**config.mk**
```make
export PLATFORM = sky130hd
export DESIGN_NAME = dmem_arbiter
export DESIGN_NICKNAME = d
export VERILOG_FILES = /design/src/rtl/dmem_arbiter.sv
export SDC_FILE = /design/constraint.sdc
export NUM_CORES = 1
export LEC_CHECK = 0
export ABC_AREA = 0
export CAP_MARGIN = 20
export CORE_AREA = 2 2 240 242
export DETAILED_ROUTE_END_ITERATION = 8
export DIE_AREA = 0 0 242 244
export PLACE_DENSITY_LB_ADDON = 0.05
export SETUP_SLACK_MARGIN = 0.4
export SLEW_MARGIN = 20
export SYNTH_ARGS = -nofsm -noshare
export SYNTH_HDL_FRONTEND = slang
export SYNTH_SLANG_ARGS = --single-unit
```
**constraint.sdc**
```tcl
create_clock -name clk -period 6.96 [get_ports clk]
set_input_delay 2.088 -clock clk [delete_from_list [all_inputs] [get_ports clk]]
set_output_delay 2.088 -clock clk [all_outputs]
set_load 0.02 [all_outputs]
```
**src/rtl/dmem_arbiter.sv**
```systemverilog
// Two-requester data-memory arbiter.
// Arbitrates req0/req1 onto a single combinational-read memory port and
// returns one response per accepted request. Each transaction is
// IDLE -> ACCESS -> RESP; an illegal request skips ACCESS, so it never
// reaches memory and is answered with err=1. When both requesters are valid,
// the grant alternates between them.
//
// Handshake: a requester drives reqN_valid and holds its payload stable until
// reqN_ready. reqN_ready is combinational and high only in IDLE for the
// granted requester; the request is accepted on the rising edge where both
// valid and ready are 1, and the payload is sampled only on that edge. The
// answer is a single-cycle reqN_rvalid pulse, with reqN_rdata and reqN_err
// qualified by it.
module dmem_arbiter #(
  parameter int MEM_BYTES = 64,
  parameter int PRIO_RST  = 0
) (
  input  logic        clk,
  input  logic        reset_n,
  input  logic        req0_valid,
  input  logic        req0_write,
  input  logic [63:0] req0_addr,
  input  logic [63:0] req0_wdata,
  output logic        req0_ready,
  output logic        req0_rvalid,
  output logic [63:0] req0_rdata,
  output logic        req0_err,
  input  logic        req1_valid,
  input  logic        req1_write,
  input  logic [63:0] req1_addr,
  input  logic [63:0] req1_wdata,
  output logic        req1_ready,
  output logic        req1_rvalid,
  output logic [63:0] req1_rdata,
  output logic        req1_err,
  output logic [63:0] Mem_Addr,
  output logic [63:0] Write_Data,
  output logic        MemWrite,
  output logic        MemRead,
  input  logic [63:0] Read_Data,
  output logic [15:0] txn_count,
  output logic [1:0]  dbg_state
);

  typedef enum logic [1:0] {
    IDLE   = 2'd0,
    ACCESS = 2'd1,
    RESP   = 2'd2
  } state_t;

  localparam logic [64:0] MEM_LIMIT = 65'(MEM_BYTES);
  localparam logic        PRIO_INIT = (PRIO_RST != 0);

  state_t      state_q;
  logic        prio_q;
  logic [63:0] mem_addr_q;
  logic [63:0] mem_wdata_q;
  logic        mem_we_q;
  logic        mem_re_q;
  logic        resp_valid_q;
  logic        resp_id_q;
  logic        resp_err_q;
  logic [63:0] resp_data_q;
  logic [15:0] txn_cnt_q;

  logic        any_valid;
  logic        grant_id;
  logic        accept;
  logic        sel_write;
  logic [63:0] sel_addr;
  logic [63:0] sel_wdata;
  logic [64:0] addr_end;
  logic        req_illegal;

  // Grant selection, payload mux and legality check (65-bit end address, no wrap).
  always_comb begin
    any_valid   = req0_valid | req1_valid;
    grant_id    = (req0_valid && req1_valid) ? prio_q : req1_valid;
    accept      = reset_n && (state_q == IDLE) && any_valid;
    sel_write   = grant_id ? req1_write : req0_write;
    sel_addr    = grant_id ? req1_addr  : req0_addr;
    sel_wdata   = grant_id ? req1_wdata : req0_wdata;
    addr_end    = {1'b0, sel_addr} + 65'd8;
    req_illegal = (sel_addr[2:0] != 3'd0) || (addr_end > MEM_LIMIT);
  end

  // Transaction FSM with registered memory-side and response outputs.
  always_ff @(posedge clk or negedge reset_n) begin
    if (!reset_n) begin
      state_q      <= IDLE;
      prio_q       <= PRIO_INIT;
      mem_addr_q   <= '0;
      mem_wdata_q  <= '0;
      mem_we_q     <= 1'b0;
      mem_re_q     <= 1'b0;
      resp_valid_q <= 1'b0;
      resp_id_q    <= 1'b0;
      resp_err_q   <= 1'b0;
      resp_data_q  <= '0;
      txn_cnt_q    <= '0;
    end else begin
      case (state_q)
        IDLE: begin
          if (accept) begin
            prio_q    <= ~grant_id;
            resp_id_q <= grant_id;
            if (req_illegal) begin
              state_q      <= RESP;
              resp_valid_q <= 1'b1;
              resp_err_q   <= 1'b1;
              resp_data_q  <= '0;
            end else begin
              state_q     <= ACCESS;
              mem_addr_q  <= sel_addr;
              mem_wdata_q <= sel_wdata;
              mem_we_q    <= sel_write;
              mem_re_q    <= ~sel_write;
            end
          end
        end
        ACCESS: begin
          state_q      <= RESP;
          resp_valid_q <= 1'b1;
          resp_err_q   <= 1'b0;
          resp_data_q  <= mem_we_q ? 64'd0 : Read_Data;
          mem_addr_q   <= '0;
          mem_wdata_q  <= '0;
          mem_we_q     <= 1'b0;
          mem_re_q     <= 1'b0;
        end
        RESP: begin
          state_q      <= IDLE;
          resp_valid_q <= 1'b0;
          resp_err_q   <= 1'b0;
          resp_data_q  <= '0;
          if (!resp_err_q && (txn_cnt_q != 16'hFFFF)) begin
            txn_cnt_q <= txn_cnt_q + 16'd1;
          end
        end
        default: begin
          state_q <= IDLE;
        end
      endcase
    end
  end

  assign req0_ready  = accept && !grant_id;
  assign req1_ready  = accept &&  grant_id;

  assign req0_rvalid = resp_valid_q && !resp_id_q;
  assign req1_rvalid = resp_valid_q &&  resp_id_q;
  assign req0_err    = resp_err_q   && !resp_id_q;
  assign req1_err    = resp_err_q   &&  resp_id_q;
  assign req0_rdata  = resp_id_q ? 64'd0 : resp_data_q;
  assign req1_rdata  = resp_id_q ? resp_data_q : 64'd0;

  assign Mem_Addr    = mem_addr_q;
  assign Write_Data  = mem_wdata_q;
  assign MemWrite    = mem_we_q;
  assign MemRead     = mem_re_q;

  assign txn_count   = txn_cnt_q;
  assign dbg_state   = state_q;

endmodule

```
* Yosys cells after proc, flatten, opt, wreduce, memory -nomap -nowiden
Cells that the tools add are included.
** Storage, ports and cells
- Register bits after elaboration :: 216
- Output and inout port bits :: 282
- Logic and storage cells :: 77
** Cells by class
- $add $sub $neg :: 2
- Order comparisons :: 1
- Equality and inequality tests :: 6
- Multiplexer cells :: 29
- Bitwise gates (word level) :: 3
- Reduce and logical (&&, ||, !) cells :: 25
** Operators with widths (count)
- $mux 64 :: 11
- $pmux 64 s2 :: 2
- $pmux 64 s3 :: 1
- $add 64x4->65 const B :: 1
- $gt 65x7->1 const B :: 1
- $add 16x1->16 const B :: 1
- $ne 16x16->1 const B :: 1
- $logic_and 1x1->1 :: 10
- $reduce_and 3->1 :: 3
- $mux 1 :: 8
- $ne 2x2->1 const B :: 3
- $pmux 1 s2 :: 3
- $reduce_bool 3->1 :: 2
- $mux 2 :: 2
- $pmux 2 s2 :: 1
- $reduce_and 2->1 :: 2
- $reduce_bool 2->1 :: 2
- $logic_not 1->1 :: 3
- $pmux 1 s3 :: 1
- $eq 2x1->1 const B :: 1
- $eq 2x2->1 const B :: 1
- $logic_not 2->1 :: 1
- $not 1->1 :: 2
- $reduce_or 2->1 :: 1
- other kinds (2) :: 2

* Logic depth before layout (Yosys ltp)
Gate-level depths: netlist of run 1.
- Depth after elaboration :: 9
- Gate-level depth with buffers :: 24
- Depth with buffers taken out :: 15

* Least setup slack after synthesis of run 1
OpenSTA, ideal clock, no wires.
- Path kind :: in2reg
- Start point :: in req1_valid
- End point :: reg mem_wdata_q[14], in the netlist Write_Data[14]
- Setup time :: 0.142 ns
- Arrival :: 7.477 ns
- Required time :: 6.818 ns
- Slack :: -0.659 ns
- Stages :: 23
- Path buffers :: 9
- Path through :: buf_4 -> clkbuf_1 -> nand2_1 -> clkbuf_1 -> clkbuf_1 -> clkbuf_1 -> clkbuf_1 -> nand2_1 -> nand2_1 -> ha_1 -> nand4_1 -> or4_4 -> a22oi_2 -> nand2_1 -> or4_1 -> a2111oi_2 -> nand4_1 -> or4_1 -> buf_2 -> o41ai_2 -> buf_2 -> buf_4 -> a211oi_1
** On the way
- Cells in the longest elaborated chain, start to end :: 8
- Elaborated cells on any way between the ends :: 16
** Ends and longest elaborated chain
- start: declaration :: line 28 : input logic req1_valid,
- $logic_and 1x1->1 :: line 78 : grant_id = (req0_valid && req1_valid) ? prio_q : req1_valid;
- $mux 1 :: line 78
- $mux 64 :: line 81 : sel_addr = grant_id ? req1_addr : req0_addr;
- $add 64x4->65 :: line 83 : addr_end = {1'b0, sel_addr} + 65'd8;
- $gt 65x7->1 :: line 84 : req_illegal = (sel_addr[2:0] != 3'd0) || (addr_end > MEM_LIMIT);
- $logic_or 1x1->1 :: line 84
- $ne 2x2->1 (no line)
- $reduce_and 3->1 (no line)
- end signal: assignment :: line 115 : mem_wdata_q <= sel_wdata;
- end: declaration :: line 57 : logic [63:0] mem_wdata_q;
Parallel ways exist; a longest one is shown, timed or not. The select of a mux whose other input is x is not followed.
A chain may end at the register's enable or synchronous reset.

* Worst setup path after layout of run 1
- Start point :: in req0_valid
- End point :: out req0_ready
** On the way
- Cells in the longest elaborated chain, start to end :: 4
- Elaborated cells on any way between the ends :: 6
** Ends and longest elaborated chain
- start: declaration :: line 20 : input logic req0_valid,
- $logic_and 1x1->1 :: line 78
- $mux 1 :: line 78
- $logic_not 1->1 :: line 147 : assign req0_ready = accept && !grant_id;
- $logic_and 1x1->1 * :: line 147
- end: declaration :: line 24 : output logic req0_ready,
Mark *: on every way between the ends. The rest lies on a longest branch, timed or not.

==> impl_metrics.env, run 1 <==
export IMPL_rsz0062_at_grt="true"
export IMPL_syn_cell_area_um2=15700
export IMPL_crit_path_end_kind="output port"
export IMPL_grt_ovfl_total=0
export IMPL_worst_ep_arrival_time_ns=4.33
export IMPL_synth_edf_count=0
export IMPL_worst_hold_startpoint="txn_count[6]$_DFFE_PN0P_"
export IMPL_synth_flop_cell="dfrtp_1"
export IMPL_period_share_pct=92.2
export IMPL_critPathRequiredTime_ns=4.87
export IMPL_slew_viol_final=0
export IMPL_synth_cell_types=83
export IMPL_place_ws_ns=-0.0322
export IMPL_synth_most_common_cell="dfrtp_1"
export IMPL_stdcell_area_um2=23800
export IMPL_core_area_um2=56200
export IMPL_period_needed_ns=6.42
export IMPL_relSlewSlack_pct=30.5
export IMPL_clockBufferDepth=3
export IMPL_reg2reg_from="prio_q$_DFFE_PN0P_"
export IMPL_initial_utilization_pct=27.9
export IMPL_cts_tree="done"
export IMPL_dpl_cell_area_um2=22900
export IMPL_ir_drop_uv=231
export IMPL_worstMarginPinSlew_ns=1.04
export IMPL_drive_above_1_share_pct=6.62
export IMPL_r2r_end="Write_Data[35]$_DFFE_PN0P_"
export IMPL_ys_ff_latch=216
export IMPL_criticalPathCategory="input port to output port"
export IMPL_cts_root_buf="clkbuf_16"
export IMPL_hold_class="flip-flop to flip-flop"
export IMPL_whs_ns=0.498
export IMPL_grt_pass1_wl_mm=114
export IMPL_postLayoutCoreUtil_pct=42.4
export IMPL_fin_ws_ns=0.540
export IMPL_regToRegSetupSlack_ns=2.17
export IMPL_async_reset_ff_share_pct=100
export IMPL_nFillCells=5618
export IMPL_top_layer="met5"
export IMPL_finClkSkew_ns=0.0146
export IMPL_ioPinCount=608
export IMPL_outcome="complete, no violations"
export IMPL_syn_num_nets=2215
export IMPL_place_hpwl_mm=55.7
export IMPL_grt_max_degree=134
export IMPL_wl_met1_mm=32.7
export IMPL_startpoint_type="input port"
export IMPL_wl_met3_mm=5.33
export IMPL_cp_max_fo=57
export IMPL_clock_latency_ns=0.56
export IMPL_wl_per_cell_um=23.9
export IMPL_fp_dieW_um=242
export IMPL_fin_total_pwr_mw=4.06
export IMPL_antenna_found_initial=1
export IMPL_crit_chain="clkdlybuf4s50_1 > and2b_1 > nor2_4 > buf_4 > nor2_1 > clkdlybuf4s50_1"
export IMPL_min_path_cells=1
export IMPL_first_pass_iters=6
export IMPL_dieHeight_um=244
export IMPL_cts_buffers=27
export IMPL_vias=17836
export IMPL_final_setup_viol_count=0
export IMPL_p_per_area_nw_per_um2=171
export IMPL_hold_viol_final=0
export IMPL_drtIter0Drc=1503
export IMPL_yosysWarnings=0
export IMPL_cp_common_cell="clkdlybuf4s50_1"
export IMPL_dieArea_um2=59000
export IMPL_routabilityCongestion=0.877
export IMPL_cap_viol_max_count=0
export IMPL_synthTopCellsByArea="dfrtp_1 35%, mux2i_1 6.3%, or3_1 5.6%"
export IMPL_synth_common_cells="216 x dfrtp_1, 203 x nand2_1, 139 x or3_1, 137 x clkbuf_1, 99 x mux2i_1"
export IMPL_post_route_drc_count=0
export IMPL_grt_pass1_vias=17303
export IMPL_clkSinkCount=216
export IMPL_areaGrowthSynthToFinish_pct=52.1
export IMPL_row_count=87
export IMPL_netlist_instances=1883
export IMPL_io_buffers=607
export IMPL_avgViaCountPerCell=5.57
export IMPL_crit_slowest_cell="clkdlybuf4s50_1"
export IMPL_wl_met2_mm=36.9
export IMPL_hold_end="txn_count[6]$_DFFE_PN0P_"
export IMPL_leakage_nw=9.23
export IMPL_syn_area_per_cell_um2=8.32
export IMPL_htree_num_levels=1
export IMPL_yosys_area_top_type_share_pct=34.5
export IMPL_grt_use_total_pct=24.6
export IMPL_fmax_mhz=156
export IMPL_ant_nets=0
export IMPL_slowest_delay_ns=0.64
export IMPL_yosysSeqAreaShare_pct=34.5
export IMPL_rr_worst_depth=19
export IMPL_nNetsFinal=2760
export IMPL_wirelength_mm=76.5
export IMPL_path_clk_slew_ns=0.06
export IMPL_synth_area_leader_cell="dfrtp_1"
export IMPL_cp_startpoint="req0_valid"
==> placed cells by master (no fill, tap or decap), drive strengths merged, types with 74 or more instances in the layout <==
cell	netlist	final
clkdlybuf4s50	0	606
or3	139	139
a31oi	77	77
and3	95	95
dfrtp	216	216
mux2i	99	99
buf	34	82
nand2	203	203
and2	77	77
o211ai	74	74
a21oi	95	95
==> worst max path at each step <==
stage          depth (start not counted)                    endpoint
6_report                               6                  req0_ready
5_1_grt                               21  Write_Data[14]$_DFFE_PN0P_
4_1_cts                               20  Write_Data[20]$_DFFE_PN0P_
3_5_place_dp                          20  Write_Data[26]$_DFFE_PN0P_
3_3_place_gp                          19  Write_Data[30]$_DFFE_PN0P_
2_1_floorplan                         21         MemRead$_DFFE_PN0P_
==> state kept, by name, summed over array words and instances (netlist names) <==
register and cells:
txn_count 16, resp_data_q 64, Write_Data 64, Mem_Addr 64
resp_err_q 1, dbg_state 2, MemWrite 1, MemRead 1
prio_q 1, resp_id_q 1, resp_valid_q 1
==> stage by stage <==
stage | setup TNS, ns | instances
floorplan | 0 | 1883
global placement | 0 | 3152
detailed placement | -0.948 | 3152
CTS | 0 | 3201
global route | 0 | 3204
finish | 0 | 3205
==> routing by layer <==
metal | global-route usage, % | vias to the layer above
li1 | - | 8233
met4 | 4.99 | 2
met5 | 0 | -
met3 | 5.05 | 80
met2 | 41.6 | 733
met1 | 32.6 | 8788
==> where the power goes <==
group / switching (mW) / internal (mW) / leakage, nW
sequential: 0.0951 / 1.29 / 2.99
clock: 0.588 / 0.814 / 0.434
combinational: 0.797 / 0.479 / 5.81
==> area by class of cell <==
type	count	area [um^2]	share of cell area [%]
diodes	1	2.50	0.0105
multi-input cells	1481	9590	40.3
repair buffers	689	6960	29.2
inverters	13	48.8	0.205
clock inverters	10	82.6	0.347
well taps	756	946	3.97
flip-flops and latches	216	5410	22.7
clock buffers	39	781	3.28
==> repair_timing <==
action	CTS	global route
hold buffers	0	0
buffers inserted	0	1
endpoints found under the setup margin	0	153
gates resized for setup	0	2
==> logic make-up (layout without fill, tap and decap cells) <==
family,count (synthesis),in the layout,synth area share (%)
DFF,216,216,34.5
xor gates and xnor gates,46,46,2.57
AOI/OAI and AO/OA,510,510,22.2
other,0,1,0
and+or+nand+nor,813,813,28.4
muxes,106,106,6.83
buffers and inverters,186,751,4.99
adders and majority gates,6,6,0.479
==> worst max-delay path, delay by kind of cell <==
kind                   cells  cell delay, ns
buffers and inverters      3            1.72
and+or+nand+nor            3            0.49
Note: power is estimated with default switching activity, not from simulation.
==> inputs of run 2 (changes only) <==
ABC_AREA = unset   (was 0)
CORE_AREA = 2 2 237 239   (was 2 2 240 242)
DIE_AREA = 0 0 239 241   (was 0 0 242 244)
DONT_BUFFER_PORTS = 1   (was unset)
==> impl_metrics.env, run 2 (synthesized netlist as in run 1, its figures left out) <==
export IMPL_ioPinCount=608
export IMPL_period_needed_ns=6.20
export IMPL_wirelength_mm=70.5
export IMPL_avgViaCountPerCell=6.06
export IMPL_dieArea_um2=57600
export IMPL_routabilityCongestion=0.903
export IMPL_met3_usage_pct=6.00
export IMPL_nNetsFinal=2115
export IMPL_row_count=86
export IMPL_drive_above_1_share_pct=6.65
export IMPL_crit_slowest_cell="or4_2"
export IMPL_instances_no_fill=2512
export IMPL_rsz0062_at_grt="false"
export IMPL_grt_use_total_pct=22.9
export IMPL_place_hpwl_mm=48.9
export IMPL_crit_chain="and2b_1 > nor2_4 > mux2i_1 > inv_1 > ha_2 > buf_4 > a31o_2 > a2111o_1 > o22ai_1 > nand4_1 > nor4_1 > nand4_1 > or4_2 > buf_4 > or3_1 > o211ai_1"
export IMPL_worstMarginPinSlew_ns=1.04
export IMPL_relSlewSlack_pct=31.0
export IMPL_cp_top_family="simple AND/OR/NAND/NOR gates"
export IMPL_startpoint_type="input port"
export IMPL_initial_utilization_pct=28.5
export IMPL_first_pass_iters=6
export IMPL_slew_viol_final=0
export IMPL_busiest_layer="met2"
export IMPL_cts_setup_buffers=0
export IMPL_grt_ovfl_total=0
export IMPL_grt_max_degree=219
export IMPL_areaGrowthSynthToFinish_pct=10.5
export IMPL_clockBufferDepth=3
export IMPL_io_buffers=0
export IMPL_cap_viol_max_count=0
export IMPL_setup_tns_ns=0
export IMPL_postLayoutCoreUtil_pct=31.5
export IMPL_outcome="complete, no violations"
export IMPL_core_area_um2=54900
export IMPL_slowest_delay_ns=0.91
export IMPL_nFillCells=5838
export IMPL_critPathRequiredTime_ns=7.44
export IMPL_criticalPathCategory="input port to flip-flop"
export IMPL_hold_viol_final=0
export IMPL_cts_root_buf="clkbuf_16"
export IMPL_clock_latency_ns=0.56
export IMPL_hold_class="flip-flop to flip-flop"
export IMPL_ant_nets=0
export IMPL_leakage_nw=6.77
export IMPL_cp_max_fo=52
export IMPL_path_clk_slew_ns=0.06
export IMPL_cts_tree="done"
export IMPL_period_share_pct=89.1
export IMPL_critPathBufInv=3
export IMPL_met1_usage_pct=31.1
export IMPL_worst_ep_arrival_time_ns=6.68
export IMPL_clkSinkCount=216
export IMPL_fmax_mhz=161
export IMPL_fp_dieW_um=239
export IMPL_ctsResizeCount=0
export IMPL_final_cell_mix="215 x dfrtp_1, 202 x nand2_1, 139 x or3_1, 99 x mux2i_1, 95 x a21oi_1"
export IMPL_finClkSkew_ns=0.0294
export IMPL_crit_path_end_kind="flip-flop"
export IMPL_htree_num_levels=1
export IMPL_antenna_found_initial=5
export IMPL_dieHeight_um=241
export IMPL_ir_drop_uv=156
export IMPL_grt_pass1_wl_mm=101
export IMPL_mostFrequentLayoutCell="dfrtp_1"
export IMPL_wl_per_cell_um=28.1
export IMPL_place_inst=2457
export IMPL_p_per_area_nw_per_um2=219
export IMPL_post_route_drc_count=0
export IMPL_hold_buffers=0
export IMPL_final_setup_viol_count=0
export IMPL_vias=15216
export IMPL_cts_buffers=28
export IMPL_multiInputGateArea_um2=9600
export IMPL_drtIter0Drc=1207
export IMPL_grt_pass1_vias=14565
export IMPL_gr_usage_met2_pct=36.7
export IMPL_regArea_um2=5410
-- run 2: stage by stage --
| stage | area (um^2) | setup slack, ns | hold WS (ns) | total power [mW] |
|---|---|---|---|---|
| after floorplan | 15800 | 0.274 | 0.473 | 2.05 |
| after global placement | 16400 | 0.250 | 0.524 | 2.32 |
| after detailed placement | 16400 | 0.215 | 0.528 | 2.32 |
| after CTS | 17300 | 0.814 | 0.549 | 3.82 |
| after global routing | 17300 | 0.424 | 0.562 | 3.95 |
| final | 17300 | 0.756 | 0.542 | 3.79 |
-- run 2: tightest hold or removal path: stages, from the launching register on --
cell and delay (ns):
dfrtp_1 0.36, nor2_1 0.05, nor2_1 0.08
-- run 2: cell type report --
class	instances	area share, %
Antenna cell	4	0.0578
Tap cell	704	5.09
Multi-Input combinational cell	1481	55.4
Clock inverter	6	0.484
Inverter	13	0.282
Timing Repair Buffer	43	2.52
Sequential cell	216	31.2
Clock buffer	45	4.89
-- run 2: path summary, 6_finish.rpt --
kind,end,cells past startpoint,start,slack [ns]
min reg2reg,prio_q$_DFFE_PN0P_,2,prio_q$_DFFE_PN0P_,0.54
max reg2reg,resp_data_q[48]$_DFFE_PN0P_,16,prio_q$_DFFE_PN0P_,1.88
min,prio_q$_DFFE_PN0P_,2,prio_q$_DFFE_PN0P_,0.54
max,resp_data_q[48]$_DFFE_PN0P_,16,req0_valid,0.76
min in group asynchronous,resp_data_q[30]$_DFFE_PN0P_,0,reset_n,1.22
max in group asynchronous,Write_Data[0]$_DFFE_PN0P_,0,reset_n,4.89
-- run 2: power by group --
group	switching [mW]	total (mW)	internal [mW]
Clock	0.596	1.50	0.900
Combinational	0.591	0.832	0.241
Sequential	0.174	1.46	1.29
Total	1.36	3.79	2.43
-- run 2: routing by layer --
metal / vias to the layer above / part of all wire, %
met5: - / 0.018
met4: 2 / 1.7
met3: 68 / 7.9
met2: 607 / 47
met1: 7609 / 43
li1: 6930 / -
==> inputs of run 3 (changes only) <==
clock period = 5.8 ns   (was 6.96 ns; I/O delays follow)
==> impl_metrics.env, run 3 (synthesized netlist as in run 1, its figures left out) <==
export IMPL_avgViaCountPerCell=6.03
export IMPL_dieArea_um2=57600
export IMPL_routabilityCongestion=0.888
export IMPL_drtIter0Drc=1240
export IMPL_clkSinkCount=216
export IMPL_drive_above_1_share_pct=12.3
export IMPL_fin_total_pwr_mw=4.75
export IMPL_regToRegSetupSlack_ns=1.10
export IMPL_instances_no_fill=2603
export IMPL_stdcell_area_um2=18600
export IMPL_hold_viol_final=0
export IMPL_post_route_drc_count=0
export IMPL_postLayoutCoreUtil_pct=33.8
export IMPL_r2r_end="Write_Data[50]$_DFFE_PN0P_"
export IMPL_path_clk_slew_ns=0.06
export IMPL_mostFrequentLayoutCell="dfrtp_1"
export IMPL_initial_utilization_pct=28.5
export IMPL_dieHeight_um=241
export IMPL_htree_num_levels=1
export IMPL_antenna_found_initial=3
export IMPL_leakage_nw=7.46
export IMPL_ant_nets=0
export IMPL_critPathRequiredTime_ns=6.24
export IMPL_wl_per_cell_um=27.8
export IMPL_period_share_pct=92.8
export IMPL_worst_hold_startpoint="prio_q$_DFFE_PN0P_"
export IMPL_ioPinCount=608
export IMPL_clock_latency_ns=0.58
export IMPL_p_per_area_nw_per_um2=256
export IMPL_clockBufferDepth=3
export IMPL_period_needed_ns=5.38
export IMPL_final_setup_viol_count=0
export IMPL_final_cell_mix="215 x dfrtp_1, 199 x nand2_1, 139 x or3_1, 99 x mux2i_1, 94 x and3_1"
export IMPL_cap_viol_max_count=0
export IMPL_slew_viol_final=0
export IMPL_grt_ovfl_total=0
export IMPL_place_hpwl_mm=51.5
export IMPL_reg2reg_from="prio_q$_DFFE_PN0P_"
export IMPL_cts_tree="done"
export IMPL_areaGrowthSynthToFinish_pct=18.5
export IMPL_ir_drop_uv=212
export IMPL_criticalPathCategory="input port to flip-flop"
export IMPL_hold_buffers=0
export IMPL_rr_worst_depth=17
export IMPL_hold_end="prio_q$_DFFE_PN0P_"
export IMPL_met3_usage_pct=5.97
export IMPL_wirelength_mm=72.4
export IMPL_fp_dieW_um=239
export IMPL_cts_buffers=28
export IMPL_worstMarginPinSlew_ns=1.09
export IMPL_cp_max_fo=21
export IMPL_dpl_cell_area_um2=17200
export IMPL_cts_root_buf="clkbuf_16"
export IMPL_grt_max_degree=219
export IMPL_first_pass_iters=8
export IMPL_core_area_um2=54900
export IMPL_fmax_mhz=186
export IMPL_crit_path_end_kind="flip-flop"
export IMPL_min_path_cells=2
export IMPL_gr_usage_met2_pct=38.0
export IMPL_hold_class="flip-flop to flip-flop"
export IMPL_rsz0062_at_grt="true"
export IMPL_vias=15693
export IMPL_worst_ep_arrival_time_ns=5.83
export IMPL_relSlewSlack_pct=27.5
export IMPL_place_inst=2539
export IMPL_nNetsFinal=2209
export IMPL_grt_pass1_wl_mm=104
export IMPL_busiest_layer="met2"
export IMPL_row_count=86
export IMPL_grt_use_total_pct=23.5
export IMPL_finClkSkew_ns=0.0182
export IMPL_whs_ns=0.533
export IMPL_startpoint_type="input port"
export IMPL_outcome="complete, no violations"
export IMPL_met1_usage_pct=31.9
export IMPL_io_buffers=0
export IMPL_grt_pass1_vias=15045
-- run 3: changes by cell type in the layout (fill, tap and decap cells not counted), sizes merged --
cell | before | now
buf | 43 | 132
diode | 4 | 1
clkinv | 4 | 7
clkbuf | 45 | 44
bufinv | 2 | 5
-- run 3: layer usage --
layer / vias to the layer above / wire [um]
met5: - / 13
met4: 2 / 1220
met3: 72 / 5510
met2: 629 / 34100
met1: 7862 / 31600
li1: 7128 / -
-- run 3: critical path, cell delays in order --
cell	delay (ns)
and2b_2	0.16
buf_4	0.21
buf_4	0.29
o21ai_1	0.12
buf_4	0.16
a222oi_1	0.66
nand2_1	0.27
or3_1	0.44
a21oi_2	0.16
nand4_1	0.15
or4_4	0.46
buf_12	0.15
o41ai_4	0.28
buf_6	0.19
buf_12	0.16
clkbuf_16	0.16
a211oi_1	0.04
-- run 3: power by group --
part / total, mW / leakage [nW] / internal [mW] / switching (mW)
sequential: 1.68 / 2.99 / 1.55 / 0.137
clock: 1.92 / 0.494 / 1.17 / 0.747
combinational: 1.15 / 3.97 / 0.347 / 0.802
total: 4.75 / 7.46 / 3.07 / 1.69
-- run 3: layout make-up --
| class | instances | area [um^2] |
|---|---|---|
| well taps | 704 | 881 |
| clock buffers | 39 | 792 |
| multi-input cells | 1481 | 9690 |
| clock inverters | 12 | 210 |
| inverters | 13 | 48.8 |
| diodes | 1 | 2.50 |
| fillers | 5710 | 36300 |
| flip-flops and latches | 216 | 5410 |
| repair buffers | 137 | 1530 |
-- run 3: what timing repair did --
item | CTS | global route
endpoints found under the setup margin | 87 | 197
pin swaps | 3 | 7
cloned | 1 | 5
setup buffers | 2 | 3
gates resized for setup | 5 | 35
-- run 3: per-stage QoR --
step | setup TNS (ns) | setup slack (ns)
global placement | -29.99 | -0.265
CTS | 0 | 0.451
global route | 0 | 0.324
finish | 0 | 0.415
detailed placement | -29.32 | -0.294
floorplan | -90.60 | -0.538
-- run 3: worst max-delay path by stage --
| stage | start | to | slack [ns] |
|---|---|---|---|
| 4_1_cts | req0_valid | Write_Data[57]$_DFFE_PN0P_ | 0.45 |
| 5_1_grt | req0_valid | Write_Data[48]$_DFFE_PN0P_ | 0.32 |
| 6_report | req0_valid | Write_Data[50]$_DFFE_PN0P_ | 0.42 |
| 3_3_place_gp | req0_valid | Write_Data[23]$_DFFE_PN0P_ | -0.26 |
| 2_1_floorplan | req0_valid | MemRead$_DFFE_PN0P_ | -0.54 |
| 3_5_place_dp | req0_valid | Write_Data[6]$_DFFE_PN0P_ | -0.29 |
